**src/rtl/mmio_timer.sv**
```systemverilog
// Memory-mapped 64-bit machine timer: prescaled free-running counter, 64-bit
// compare, level interrupt, sticky W1C match flag, optional auto-reload.
`timescale 1ns/1ps
module mmio_timer #(
  parameter logic [31:0] BASE_ADDR = 32'h1000_0000,
  parameter int unsigned PRESC_W   = 16
) (
  input  logic        clk,
  input  logic        clr,
  input  logic        we,
  input  logic [3:0]  byteEnable,
  input  logic [31:0] a,
  input  logic [31:0] wd,
  output logic [31:0] rd,
  output logic        hit,
  output logic        irq
);
  localparam logic [2:0] OFF_MTIME_LO = 3'd0;
  localparam logic [2:0] OFF_MTIME_HI = 3'd1;
  localparam logic [2:0] OFF_CMP_LO   = 3'd2;
  localparam logic [2:0] OFF_CMP_HI   = 3'd3;
  localparam logic [2:0] OFF_CTRL     = 3'd4;
  localparam logic [2:0] OFF_PRESC    = 3'd5;
  localparam logic [2:0] OFF_STATUS   = 3'd6;

  logic [63:0]        mtime_q, mtime_d;
  logic [63:0]        mtimecmp_q, mtimecmp_d;
  logic [2:0]         ctrl_q, ctrl_d;
  logic [PRESC_W-1:0] presc_q, presc_d;
  logic [PRESC_W-1:0] pcnt_q, pcnt_d;
  logic               status_q, status_d;

  logic [2:0]  off_s;
  logic        wr_s;
  logic        match_s;
  logic        tick_s;
  logic        w1c_s;
  logic [31:0] presc_ext_s;
  logic [31:0] reg_s;
  logic [31:0] wmerge_s;
  logic        unused_s;

  assign unused_s = ^a[1:0];

  function automatic logic [31:0] merge_bytes(input logic [31:0] old_v,
                                              input logic [31:0] new_v,
                                              input logic [3:0]  be);
    logic [31:0] res;
    for (int i = 0; i < 4; i++) begin
      res[8*i +: 8] = be[i] ? new_v[8*i +: 8] : old_v[8*i +: 8];
    end
    return res;
  endfunction

  // Decode, compare, interrupt and register readback from current state.
  always_comb begin
    hit     = (a[31:5] == BASE_ADDR[31:5]);
    off_s   = a[4:2];
    wr_s    = we & hit & (|byteEnable);
    match_s = (mtime_q >= mtimecmp_q);
    irq     = ctrl_q[1] & match_s;
    presc_ext_s = 32'd0;
    presc_ext_s[PRESC_W-1:0] = presc_q;
    case (off_s)
      OFF_MTIME_LO: reg_s = mtime_q[31:0];
      OFF_MTIME_HI: reg_s = mtime_q[63:32];
      OFF_CMP_LO:   reg_s = mtimecmp_q[31:0];
      OFF_CMP_HI:   reg_s = mtimecmp_q[63:32];
      OFF_CTRL:     reg_s = {29'd0, ctrl_q};
      OFF_PRESC:    reg_s = presc_ext_s;
      OFF_STATUS:   reg_s = {31'd0, status_q};
      default:      reg_s = 32'd0;
    endcase
    if (hit) begin
      rd = reg_s;
    end else begin
      rd = 32'd0;
    end
    wmerge_s = merge_bytes(reg_s, wd, byteEnable);
  end

  // Next-state: prescaler tick, counter advance, then bus writes on top.
  always_comb begin
    tick_s = 1'b0;
    pcnt_d = pcnt_q;
    if (ctrl_q[0]) begin
      if (pcnt_q == presc_q) begin
        tick_s = 1'b1;
        pcnt_d = {PRESC_W{1'b0}};
      end else begin
        pcnt_d = pcnt_q + PRESC_W'(1'b1);
      end
    end else begin
      pcnt_d = pcnt_q;
    end

    if (tick_s) begin
      if (ctrl_q[2] & match_s) begin
        mtime_d = 64'd0;
      end else begin
        mtime_d = mtime_q + 64'd1;
      end
    end else begin
      mtime_d = mtime_q;
    end

    mtimecmp_d = mtimecmp_q;
    ctrl_d     = ctrl_q;
    presc_d    = presc_q;
    w1c_s      = 1'b0;
    if (wr_s) begin
      // A counter write replaces this cycle's tick; untouched lanes hold.
      case (off_s)
        OFF_MTIME_LO: begin
          mtime_d = {mtime_q[63:32], wmerge_s};
          pcnt_d  = {PRESC_W{1'b0}};
        end
        OFF_MTIME_HI: begin
          mtime_d = {wmerge_s, mtime_q[31:0]};
          pcnt_d  = {PRESC_W{1'b0}};
        end
        OFF_CMP_LO: mtimecmp_d = {mtimecmp_q[63:32], wmerge_s};
        OFF_CMP_HI: mtimecmp_d = {wmerge_s, mtimecmp_q[31:0]};
        OFF_CTRL:   ctrl_d = wmerge_s[2:0];
        OFF_PRESC: begin
          presc_d = wmerge_s[PRESC_W-1:0];
          pcnt_d  = {PRESC_W{1'b0}};
        end
        OFF_STATUS: w1c_s = |(byteEnable & {wd[24], wd[16], wd[8], wd[0]});
        default:    w1c_s = 1'b0;
      endcase
    end else begin
      w1c_s = 1'b0;
    end

    if (match_s) begin
      status_d = 1'b1;
    end else if (w1c_s) begin
      status_d = 1'b0;
    end else begin
      status_d = status_q;
    end
  end

  // State registers; clr overrides every other update in the cycle.
  always_ff @(posedge clk) begin
    if (clr) begin
      mtime_q    <= 64'd0;
      mtimecmp_q <= 64'hFFFF_FFFF_FFFF_FFFF;
      ctrl_q     <= 3'd0;
      presc_q    <= {PRESC_W{1'b0}};
      pcnt_q     <= {PRESC_W{1'b0}};
      status_q   <= 1'b0;
    end else begin
      mtime_q    <= mtime_d;
      mtimecmp_q <= mtimecmp_d;
      ctrl_q     <= ctrl_d;
      presc_q    <= presc_d;
      pcnt_q     <= pcnt_d;
      status_q   <= status_d;
    end
  end
endmodule
```
**config.mk**
```make
export PLATFORM = sky130hd
export DESIGN_NAME = mmio_timer
export DESIGN_NICKNAME = d
export VERILOG_FILES = /design/src/rtl/mmio_timer.sv
export SDC_FILE = /design/constraint.sdc
export NUM_CORES = 1
export LEC_CHECK = 0
export CAP_MARGIN = 40
export CORE_MARGIN = 2
export CORE_UTILIZATION = 59
export CTS_CLUSTER_DIAMETER = 150
export DETAILED_ROUTE_END_ITERATION = 7
export PLACE_DENSITY = 0.91
export SETUP_SLACK_MARGIN = 0.1
export SLEW_MARGIN = 5
export SYNTH_ARGS = -nofsm -noshare
export SYNTH_HDL_FRONTEND = slang
export SYNTH_SLANG_ARGS = --single-unit
export TNS_END_PERCENT = 5
```
**constraint.sdc**
```tcl
create_clock -name clk -period 3.3 [get_ports clk]
set_input_delay 0.66 -clock clk [delete_from_list [all_inputs] [get_ports clk]]
set_output_delay 0.66 -clock clk [all_outputs]
set_load 0.05 [all_outputs]
```
Word level (Yosys, flattened, before mapping):

Index checks and enable logic that the tools add are counted.

* register bits: 164
* logic and storage cells: 58

* equality and inequality tests: 10
* reduce and logical (&&, ||, !) cells: 9
* mux-type cells: 21
* $add $sub $neg: 2
* $lt $le $gt $ge: 1
* bitwise gates (word level): 7

Operator list (number)
* case mux 64 bit (2 select lines): 2
* case mux 32 bit (7 select lines): 1
* 2-to-1 mux 64 bit: 3
* adder 64 x 1 -> 64 bit, second input constant: 1
* >= comparator 64 bit: 1
* 2-to-1 mux 16 bit: 4
* 2-to-1 mux 32 bit: 1
* 2-to-1 mux 8 bit: 4
* == test 27 x 24 -> 1 bit, second input constant: 1
* adder 16 x 1 -> 16 bit, second input constant: 1
* == test 16 bit: 1
* == test 3 bit, second input constant: 3
* OR reduction 4 bit: 2
* == test 3 x 2 -> 1 bit, second input constant: 2
* 2-to-1 mux 1 bit: 6
* AND reduction 3 bit: 2
* bitwise AND 1 bit: 4
* bitwise AND 4 bit: 1
* != test 2 bit, second input constant: 2
* AND reduction 2 bit: 2
* == test 3 x 1 -> 1 bit, second input constant: 1
* logical NOT 3 bit: 1
* OR reduction 3 bit: 1
* NOT 1 bit: 2
* nonzero test 2 bit: 1

Longest topological paths before layout:

* depth in word-level cells: 6
* depth in mapped cells: 12

Worst setup path before layout:

Ideal clock, no wire load.

* kind: in2out
* from: input port a[4]
* to: output port rd[25]
* arrival: 2.715 ns
* stages on the path: 6
* slack: -0.075 ns
* path buffers: 2
* required time: 2.640 ns
* cells stage by stage: clkbuf_1 nor3b_1 clkbuf_1 a22oi_1 nand2_1 nor2b_1

* longest elaborated chain between the ends: 3
* elaborated cells between the ends (all ways): 9
* classes of those cells: eq/ne (6); mux (2); reduce/logical (1)

Ends and longest elaborated chain
* start: declaration: line 12 `input logic [31:0] a,`
* == test 3 bit (tied with other cells): line 64 `case (off_s)`
* case mux 32 bit (7 select lines) *: line 64
* 2-to-1 mux 32 bit *: line 74 `if (hit) begin`
* end: declaration: line 14 `output logic [31:0] rd,`

Mark *: on every way between the ends. The rest lies on a longest branch, timed or not.

Worst setup path after layout:

* from: register mtime_q[28]
* to: output port irq

* longest elaborated chain between the ends: 2

Ends and longest elaborated chain
* start: declaration: line 26 `logic [63:0] mtime_q, mtime_d;`
* start signal: assignment: line 155 `mtime_q <= mtime_d;`
* >= comparator 64 bit: line 60 `match_s = (mtime_q >= mtimecmp_q);`
* bitwise AND 1 bit: line 61 `irq = ctrl_q[1] & match_s;`
* end: declaration: line 16 `output logic irq`

Every way passes these cells.

==> flow_metrics.tcl <==
set metrics [dict create \
    status "finished with violations" \
    violations "DRC, setup timing" \
    port_buffers 102 \
    synth_top_family_by_area "simple AND/OR/NAND/NOR gates" \
    drtAntennaViolNets 0 \
    drt_wl_total_mm 40.46 \
    antenna_cells 0 \
    stdcell_area_mm2 0.01449 \
    arrival_ps 2800 \
    worstPathMaxFanout 4 \
    cp_slowest_cell "dfxtp_1" \
    cp-end-kind "output port" \
    clk_pin_slew_ps 60 \
    wl_met2_mm 18.38 \
    crit_family "simple AND/OR/NAND/NOR gates" \
    min_from "mtimecmp_q[32]" \
    peakVddDrop_uv 390.2 \
    start_kind "flop" \
    routed.top_layer "met4" \
    maxCapViolCount 0 \
    fp-row-count 50 \
    syn_nets 1628 \
    relSlewSlack 0.4517 \
    max_stage_delay_ps 390 \
    p_leak_nw 6.768 \
    num_vias 12900 \
    synthMuxAreaShare 0.04855 \
    final_cell_mix "nand2_1, dfxtp_1, a21oi_1, nor2_1, buf_4" \
    power_switching_w 0.001124 \
    synth_fa_ha_area_frac 0.07315 \
    clock_latency_ps 450 \
    synth-simple-area-share 0.2453 \
    hold_path.class "reg2reg" \
    drc_errors 16 \
    skew_ps 11.43 \
    fin_ws_ps -156.6 \
    synth-xor-area-share 0.03802 \
    track_usage 0.3860 \
    required_ps 2640 \
    dp.cells 1843 \
    synth_compound_area_frac 0.2400 \
    grt_pass1_vias 12130 \
    antenna_found_initial 0 \
    wl_met1_mm 14.45 \
    ioPinCount 105 \
    avgSynthCellArea_um2 7.571 \
    hold_violations 0 \
    rsz0062_at_grt "true" \
    rr_startpoint "mtimecmp_q[43]" \
    hpwl_mm 28.09 \
    path_cells "ha_4 > nand4_1 > nor4_2 > buf_4 > nand3_2 > o22ai_4 > o31ai_4 > nand2_2 > and2_4 > buf_12" \
    die-area_mm2 0.02026 \
    holdPathStages 2 \
    gp_congestion 0.9760 \
    ys_ff_latch 164 \
    ys_types 72 \
    clkSinkCount 164 \
    gr-total-overflow 0 \
    timing.final.crit_share 1.047 \
    h-tree-depth 4 \
    grt_max_degree 102 \
    drtIter0Drc 2014 \
    final_common_cell "nand2_1" \
    fmax_ghz 0.2893 \
    synth_area_leaders "dfxtp_1, ha_1, nand2_1, a21oi_1, o211ai_1" \
    pwr-share-comb 0.096 \
    drive_gt1_frac 0.1757 \
    reg2regPathDepth 12 \
    ys_async_sr_fraction 0 \
    path_depth 10 \
    clock_path_buffers 2 \
    initial_core_util 0.6015 \
    cell_internal_pwr_w 0.003395 \
    worst-path-buf-inv 2 \
    syn_inst 1491 \
    areaGrowthSynthToFinish_pct 28.32 \
    drv_slew 0 \
    cts_buffers 17 \
    r2r_slack_ps 120 \
    syn_area_mm2 0.01129 \
    yosys.area.top_type_share 0.2908 \
    fin_nets 1770 \
    ys_warn_count 0 \
    wl_met3_mm 5.402 \
    worst_slew_pin_slew_ps 811.0 \
    instances_no_fill 1879 \
    ys.flop_type "dfxtp_1" \
    clkPwrFrac 0.466 \
    vias_per_cell 6.866 \
    cts.hold.buffers_added 0 \
    min_to "mtimecmp_q[32]" \
    finalPower_w 0.004519 \
    ys_seq_area_frac 0.2908 \
    place_area_mm2 0.01355 \
    wl_per_cell_um 21.53 \
    core_area_mm2 0.01877 \
    dieWidth_um 142.3 \
    drt_pass1_iterations 8 \
    worst-setup-path-type "reg2out" \
    seq_power_share 0.438 \
    grt_pass1_wl_mm 62.15 \
    r2r_end "mtime_q[34]" \
    swShare 0.2488 \
    ctsRootBufferMaster "clkbuf_16" \
    pre_cts_slack_ps -20.68 \
    power.density_mw_per_mm2 312.0 \
    synth_edf_count 0 \
    yosysTopAreaCell "dfxtp_1" \
    setup_viol 1 \
    cts_tree "yes" \
    fp.dieH_um 142.3 \
    min_period_ps 3457 \
]
==> final cells by class <==
cell class / instances / area, um2
Clock inverter: 11 / 150.1
Tap cell: 234 / 292.8
Multi-Input combinational cell: 1139 / 7562
Inverter: 90 / 337.8
Sequential cell: 164 / 3296
Fill cell: 1215 / 4283
Timing Repair Buffer: 221 / 2390
Clock buffer: 20 / 456.7
==> worst max-delay path by stage <==
stage	startpoint	to	slack [ps]
4_1_cts	mtimecmp_q[30]	irq	10
5_1_grt	mtimecmp_q[28]	irq	-220
3_5_place_dp	byteEnable[2]	mtime_q[34]	-20
3_3_place_gp	a[3]	rd[14]	80
2_1_floorplan	a[4]	rd[20]	-60
6_report	mtime_q[28]	irq	-160
==> power groups by stage <==
stage          sequential, W  clock (W)  combinational [W]
3_3_place_gp         0.00202          0           0.000401
2_1_floorplan        0.00202          0           0.000201
5_1_grt              0.00198    0.00218           0.000452
4_1_cts              0.00198    0.00209           0.000413
6_report             0.00198    0.00211           0.000436
3_5_place_dp         0.00202          0           0.000409
==> Yosys cell counts, drive strengths merged (13+ instances only) <==
cell type and instances:
a21o 13, a21oi 134, a22oi 46, and2 20
and3 28, buf 17, clkbuf 81, dfxtp 164
ha 66, inv 90, mux2 14, mux2i 30
nand2 195, nand3 44, nand4 39, nor2 115
nor2b 17, nor3 47, nor4 18, o211ai 63
o21ai 50, o22ai 23, xnor2 27, xor2 22
==> timing repair <==
action	4_1_cts	5_1_grt
resized for setup	28	38
setup buffers	2	2
endpoints found under the setup margin	17	44
cloned	0	1
pin swaps	12	12
==> worst register-to-register path, stage by stage, from the launching register on <==
cell and delay, ps:
dfxtp_1 390, inv_1 70, ha_1 290, a21oi_1 200, o21ai_2 130, a221oi_2 420, nor2_2 120, nor3_4 200
buf_4 160, o2111a_2 270, buf_12 180, or4b_2 590, nand3_1 110
==> routing by layer <==
metal / GRT usage / vias up
li1: - / 5707
met1: 0.4778 / 5943
met2: 0.6240 / 1017
met3: 0.09724 / 235
met4: 0.1985 / 0
met5: 0 / -
==> stage by stage <==
step | setup TNS (ps) | hold slack (ps) | util
after floorplan | -351.1 | 447.3 | -
after global placement | 0 | 464.8 | 0.7221
after detailed placement | -20.68 | 471.0 | 0.7221
after CTS | 0 | 486.7 | 0.7614
after global routing | -218.8 | 504.5 | 0.7718
final | -156.6 | 487.5 | 0.7718
==> cell families (layout without fill, tap and decap cells) <==
kind of cell / count (synthesis) / count (layout)
xor+xnor: 49 / 49
buf+inv: 188 / 342
flops: 164 / 164
compound gates: 415 / 415
mux: 48 / 48
simple gates: 561 / 561
fa+ha+maj: 66 / 66
==> flip-flops by register name, indices dropped and copies added (netlist names) <==
signal / count
mtimecmp_q: 64
status_q: 1
presc_q: 16
ctrl_q: 3
pcnt_q: 16
mtime_q: 64
(Power assumes the default switching activity.)
